`src/rtl/keypad_pkg.sv`:
```
// Shared types and constants for the 4x4 keypad scanner.
// Key codes are row*4 + col; the column drive is one-hot active-low.
package keypad_pkg;
    localparam int ROWS   = 4;
    localparam int COLS   = 4;
    localparam int CODE_W = 4;

    typedef logic [CODE_W-1:0] code_t;

    typedef enum logic [1:0] {
        ST_IDLE    = 2'd0,
        ST_CONFIRM = 2'd1,
        ST_HELD    = 2'd2,
        ST_RELEASE = 2'd3
    } state_t;

    localparam logic [COLS-1:0] COL_IDLE = 4'b1110;

    function automatic code_t make_code(input logic [1:0] row, input logic [1:0] col);
        return {row, col};
    endfunction
endpackage

```
`src/rtl/scan_strobe_sync.sv`:
```
// Brings a slow strobe into the local clock domain and emits a one-cycle
// pulse on each of its rising edges.
module scan_strobe_sync (
    input  logic clk,
    input  logic srst,
    input  logic strobe_i,
    output logic step_o
);
    logic meta_q;
    logic sync_q;
    logic prev_q;

    always_ff @(posedge clk) begin
        if (srst) begin
            meta_q <= 1'b0;
            sync_q <= 1'b0;
            prev_q <= 1'b0;
        end else begin
            meta_q <= strobe_i;
            sync_q <= meta_q;
            prev_q <= sync_q;
        end
    end

    assign step_o = sync_q & ~prev_q;
endmodule

```
`src/rtl/keypad_scanner.sv`:
```
// 4x4 matrix keypad scanner: walks the columns on each scan step, reduces a
// full frame to its lowest pressed code, and debounces press and release.
module keypad_scanner
    import keypad_pkg::*;
#(
    parameter int DEBOUNCE_SCANS = 3
) (
    input  logic              clock_in,
    input  logic              reset,
    input  logic              scan_clk,
    input  logic [ROWS-1:0]   row_in,
    output logic [COLS-1:0]   col_out,
    output logic [CODE_W-1:0] key_code,
    output logic              key_valid,
    output logic              key_held
);
    localparam logic [3:0] DEB = 4'(DEBOUNCE_SCANS);

    logic            step;
    logic [ROWS-1:0] rows_meta_q;
    logic [ROWS-1:0] rows_sync_q;
    logic [1:0]      col_idx_q;
    logic [1:0]      col_idx_next;
    logic [COLS-1:0] col_out_q;
    logic            acc_hit_q;
    code_t           acc_code_q;
    logic            col_hit;
    logic [1:0]      col_row;
    code_t           col_code;
    logic            merged_hit;
    code_t           merged_code;
    logic            frame_done;

    state_t     state_q, state_d;
    code_t      cand_q, cand_d;
    logic [3:0] cnt_q, cnt_d;
    logic [3:0] cnt_inc;
    logic       accept;
    code_t      code_q, code_d;
    logic       valid_q, valid_d;

    scan_strobe_sync u_step_sync (
        .clk      (clock_in),
        .srst     (reset),
        .strobe_i (scan_clk),
        .step_o   (step)
    );

    // Lowest pressed row in the column currently being sampled.
    always_comb begin
        col_hit = 1'b0;
        col_row = 2'd0;
        for (int r = ROWS - 1; r >= 0; r--) begin
            if (!rows_sync_q[r]) begin
                col_hit = 1'b1;
                col_row = r[1:0];
            end
        end
    end

    assign col_code     = make_code(col_row, col_idx_q);
    assign merged_hit   = acc_hit_q | col_hit;
    assign merged_code  = (col_hit && (!acc_hit_q || (col_code < acc_code_q))) ? col_code : acc_code_q;
    assign frame_done   = step && (col_idx_q == 2'd3);
    assign col_idx_next = col_idx_q + 2'd1;

    always_ff @(posedge clock_in) begin
        if (reset) begin
            rows_meta_q <= '1;
            rows_sync_q <= '1;
            col_idx_q   <= 2'd0;
            col_out_q   <= COL_IDLE;
            acc_hit_q   <= 1'b0;
            acc_code_q  <= '0;
            code_q      <= '0;
            valid_q     <= 1'b0;
        end else begin
            rows_meta_q <= row_in;
            rows_sync_q <= rows_meta_q;
            code_q      <= code_d;
            valid_q     <= valid_d;
            if (step) begin
                col_idx_q <= col_idx_next;
                col_out_q <= ~(4'b0001 << col_idx_next);
                if (frame_done) begin
                    acc_hit_q  <= 1'b0;
                    acc_code_q <= '0;
                end else begin
                    acc_hit_q  <= merged_hit;
                    acc_code_q <= merged_code;
                end
            end
        end
    end

    always_ff @(posedge clock_in) begin
        if (reset) begin
            state_q <= ST_IDLE;
            cand_q  <= '0;
            cnt_q   <= 4'd0;
        end else begin
            state_q <= state_d;
            cand_q  <= cand_d;
            cnt_q   <= cnt_d;
        end
    end

    assign cnt_inc = (cnt_q >= DEB) ? DEB : cnt_q + 4'd1;

    // Debounce decisions are taken only on the step that closes a frame.
    always_comb begin
        state_d = state_q;
        cand_d  = cand_q;
        cnt_d   = cnt_q;
        accept  = 1'b0;
        if (frame_done) begin
            case (state_q)
                ST_IDLE: begin
                    if (merged_hit) begin
                        cand_d = merged_code;
                        cnt_d  = 4'd1;
                        if (DEB == 4'd1) begin
                            accept  = 1'b1;
                            state_d = ST_HELD;
                        end else begin
                            state_d = ST_CONFIRM;
                        end
                    end
                end
                ST_CONFIRM: begin
                    if (!merged_hit) begin
                        cnt_d   = 4'd0;
                        state_d = ST_IDLE;
                    end else if (merged_code == cand_q) begin
                        cnt_d = cnt_inc;
                        if (cnt_inc == DEB) begin
                            accept  = 1'b1;
                            state_d = ST_HELD;
                        end
                    end else begin
                        cand_d = merged_code;
                        cnt_d  = 4'd1;
                    end
                end
                ST_HELD: begin
                    if (!(merged_hit && (merged_code == cand_q))) begin
                        if (DEB == 4'd1) begin
                            cnt_d   = 4'd0;
                            state_d = ST_IDLE;
                        end else begin
                            cnt_d   = 4'd1;
                            state_d = ST_RELEASE;
                        end
                    end
                end
                default: begin
                    if (merged_hit && (merged_code == cand_q)) begin
                        state_d = ST_HELD;
                    end else begin
                        cnt_d = cnt_inc;
                        if (cnt_inc == DEB) begin
                            cnt_d   = 4'd0;
                            state_d = ST_IDLE;
                        end
                    end
                end
            endcase
        end
    end

    always_comb begin
        valid_d  = accept;
        code_d   = accept ? cand_d : code_q;
        key_held = (state_q == ST_HELD) || (state_q == ST_RELEASE);
    end

    assign col_out   = col_out_q;
    assign key_code  = code_q;
    assign key_valid = valid_q;
endmodule

```
`config.mk`:
```
export PLATFORM = sky130hd
export DESIGN_NAME = keypad_scanner
export DESIGN_NICKNAME = d
export VERILOG_FILES = /design/src/rtl/keypad_pkg.sv /design/src/rtl/scan_strobe_sync.sv /design/src/rtl/keypad_scanner.sv
export SDC_FILE = /design/constraint.sdc
export NUM_CORES = 1
export LEC_CHECK = 0
export BUFFER_PORTS_ARGS = -buffer_cell sky130_fd_sc_hd__buf_2
export CAP_MARGIN = 20
export CELL_PAD_IN_SITES_DETAIL_PLACEMENT = 1
export CELL_PAD_IN_SITES_GLOBAL_PLACEMENT = 1
export CORE_UTILIZATION = 25
export CTS_BUF_LIST = sky130_fd_sc_hd__clkbuf_4 sky130_fd_sc_hd__clkbuf_8
export CTS_CLUSTER_DIAMETER = 60
export CTS_CLUSTER_SIZE = 20
export DETAILED_ROUTE_END_ITERATION = 8
export GPL_TIMING_DRIVEN = 0
export MAX_ROUTING_LAYER = met4
export PLACE_DENSITY = 0.5
export SKIP_CTS_REPAIR_TIMING = 1
export SLEW_MARGIN = 20
export SYNTH_ARGS = -nofsm -noshare
export SYNTH_HDL_FRONTEND = slang
export SYNTH_SLANG_ARGS = --single-unit
```
`constraint.sdc`:
```
create_clock -name clock_in -period 5.8 [get_ports clock_in]
set_clock_uncertainty 0.1 [all_clocks]
set_input_delay 1.16 -clock clock_in [delete_from_list [all_inputs] [get_ports clock_in]]
set_output_delay 1.16 -clock clock_in [all_outputs]
set_load 0.005 [all_outputs]
```
==> impl_metrics.csv <==
group,metric,value,unit
placement,hpwl,3.18,mm
sta,maxSlewViolCount,0,
route,wl_per_cell,13.2,um
yosys,synth_seq_cells,37,
placement,dp.cells,317,
sta,fin_ws,2.47,ns
layout,layout-drive-gt1-share,19.9,%
global_route,grt_busiest_layer,"met2",
setup_path,crit_chain,"nand2b_1, a21boi_0, ha_1, o211ai_1, o21ai_2, a21boi_4, mux2_4, and4_1, nor4_2, mux2_1",
setup_path,worstSetupEndpointType,"flip-flop",
die,core,7250,um2
power_and_ir_drop,power.leakage,0.894,nW
cts,cts_tree,"done",
min_path,hold_path_class,"flip-flop to flip-flop",
cts,cts_inserted_buffers,5,
route,postRouteAntennaNets,0,
die,die_height,88.8,um
flow_run,drv_cap,0,
sta,maxSlewHeadroom,61.5,%
die,fp-row-count,31,
yosys,synthFlopType,"dfxtp_1",
yosys,yosysWarnings,0,
setup_path,critPathMaxFanout,8,
die,start_util,26.0,%
sta,period_share,57.4,%
sta,period_needed,3.33,ns
setup_path,worst_ep_arrival_time,3.42,ns
yosys,synthTopCellsByCount,"37 x dfxtp_1, 20 x nor2_1, 12 x ha_1, 12 x nand2_1, 10 x or2_2",
layout,syn2layout_area_growth,15.1,%
yosys,yosysUniqueCellTypes,51,
placement,port_buffers,15,
setup_path,crit_path_max_incr_delay,0.39,ns
yosys,netlist_area,1880,um2
route,initialDrtViolationCount,33,
yosys,synth.most_common_cell,"dfxtp_1",
die,die_area,7890,um2
global_route,track_usage,13.0,%
sta,setup_viol,0,
sta,fmax,300,MHz
sta,finalSetupTns,0,ns
die,dieWidth,88.8,um
power_and_ir_drop,ir_worst_vdd,0.000108,V
yosys,yosys-top-cells-area,"dfxtp_1 39%, ha_1 8.0%, nor2_1 4.0%, mux2i_1 3.7%, or2_2 3.3%",
route,avgViaCountPerCell,4.47,
setup_path,worstSetupStartpointType,"flip-flop",
global_route,use_met3,3.64,%
yosys,synthCells,203,
cts,ctsHtreeMaxLevel,2,
placement,pre_cts_slack,2.45,ns
global_route,grt_use_met2,19.9,%
layout,n_fill_cell,881,
cts,clk_pin_slew,0.08,ns
sta,hold_viol,0,
layout,fin_cells,325,
die,io_pins,17,
yosys,synth_top_area_share,39.3,%
yosys,seq_area_frac_synth,39.3,%
global_route,grt_max_degree,12,
cts,cts_root_buf,"clkbuf_8",
power_and_ir_drop,power_density,229,nW/um2
route,dr.pass1.iters,6,
status,status,"finished, final reports clean",
global_route,grt_pass1_vias,1461,
yosys,syn-num-nets,222,
layout,diodes,0,
global_route,gr-total-overflow,0,
global_route,antenna_found_initial,0,
yosys,synth-edff-count,0,
route,drc,0,
cts,cts_sinks,37,
setup_path,crit_required,5.89,ns
route,num_vias,1454,
sta,rsz0062_at_grt,"no",
yosys,syn_avg_cell_area,9.28,um2
global_route,grt_pass1_wl,7.36,mm
setup_path,crit_type,"flip-flop to flip-flop",
cts,clockBufferDepth,2,
layout,final_nets,244,
setup_path,slowest_stage,"mux2_4",
cts,clk_latency,0.30,ns
yosys,synth_area_leader_cell,"dfxtp_1",
route,totalWireLength,4.30,mm
placement,gp_congestion,0.692,
global_route,globalRouteMet1Util,16.3,%
yosys,async_flop_share,0,%
sta,tightest_slew,0.577,ns
[cell usage in the layout, fill, tap and decap left out, drive strengths merged, types with 2 or more instances in the layout]
cell type  count
a211o          3
a211oi         2
a21boi         2
a21o           2
a21oi          8
a311oi         2
a31oi          3
a32oi          3
a41oi          2
and2           2
buf           16
clkbuf        13
clkinv         2
dfxtp         37
ha            12
inv            9
mux2           3
mux2i          7
nand2         13
nand2b         5
nand3          3
nand4          2
nor2          20
nor2b          8
nor3           8
nor3b          2
nor4           3
o21ai          6
or2           10
xnor2          2
xor2           4
[worst max-delay path: cells and delay by family (launching register included)]
| kind | cells | cell delay (ns) |
|---|---|---|
| flops | 1 | 0.33 |
| mux | 2 | 0.75 |
| simple gates | 3 | 0.72 |
| compound gates | 4 | 1.01 |
| fa+ha+maj | 1 | 0.32 |
[worst paths after layout]
check / from / to / slack [ns] / depth (start not counted)
max: rows_sync_q[3] / state_q[1] / 2.47 / 10
min: rows_meta_q[1] / rows_sync_q[1] / 0.31 / 1
max reg2reg: rows_sync_q[3] / state_q[1] / 2.47 / 10
min reg2reg: rows_meta_q[1] / rows_sync_q[1] / 0.31 / 1
[cell families after synthesis]
logic type	count (synthesis)	synth area share (%)
xor+xnor	6	3.79
buf+inv	17	3.39
fa+ha+maj	12	7.97
simple gates	81	23.4
compound gates	40	16.5
mux	10	5.71
flops	37	39.3
[metal layers]
layer / wire, um / share of wire (%)
met5: 0 / 0
met4: 61 / 1.4
met3: 139 / 3.2
met2: 1920 / 45
met1: 2170 / 51
[through the flow]
stage          power, mW  area, um2  hold slack (ns)  util [%]
2_1_floorplan      0.304       1880            0.289         -
3_3_place_gp       0.318       2080            0.291      28.7
3_5_place_dp       0.318       2080            0.297      28.7
4_1_cts            0.508       2170            0.316      29.9
5_1_grt            0.523       2170            0.321      29.9
6_report           0.496       2170            0.313      29.9
[registers in the layout (all words and copies together) (netlist names)]
name and flops:
cnt_q 4, u_step_sync.prev_q 1, rows_sync_q 4, col_idx_q 2, key_code 4, rows_meta_q 4, cand_q 4, col_out 4
key_valid 1, u_step_sync.sync_q 1, u_step_sync.meta_q 1, acc_code_q 4, state_q 2, acc_hit_q 1
[report_power, final]
group	switching, mW	total [mW]	internal, mW
clock network	0.0967	0.185	0.0881
logic	0.0277	0.0471	0.0195
registers	0.00464	0.264	0.260
[cell type report]
type | count | area [um2] | area share (%)
Buffer | 8 | 30.0 | 1.38
Sequential cell | 37 | 741 | 34.1
Timing Repair Buffer | 15 | 75.1 | 3.46
Clock buffer | 6 | 76.3 | 3.52
Tap cell | 99 | 124 | 5.71
Multi-Input combinational cell | 149 | 1080 | 49.8
Clock inverter | 2 | 10.0 | 0.461
Inverter | 9 | 33.8 | 1.56
(Power assumes the default switching activity.)
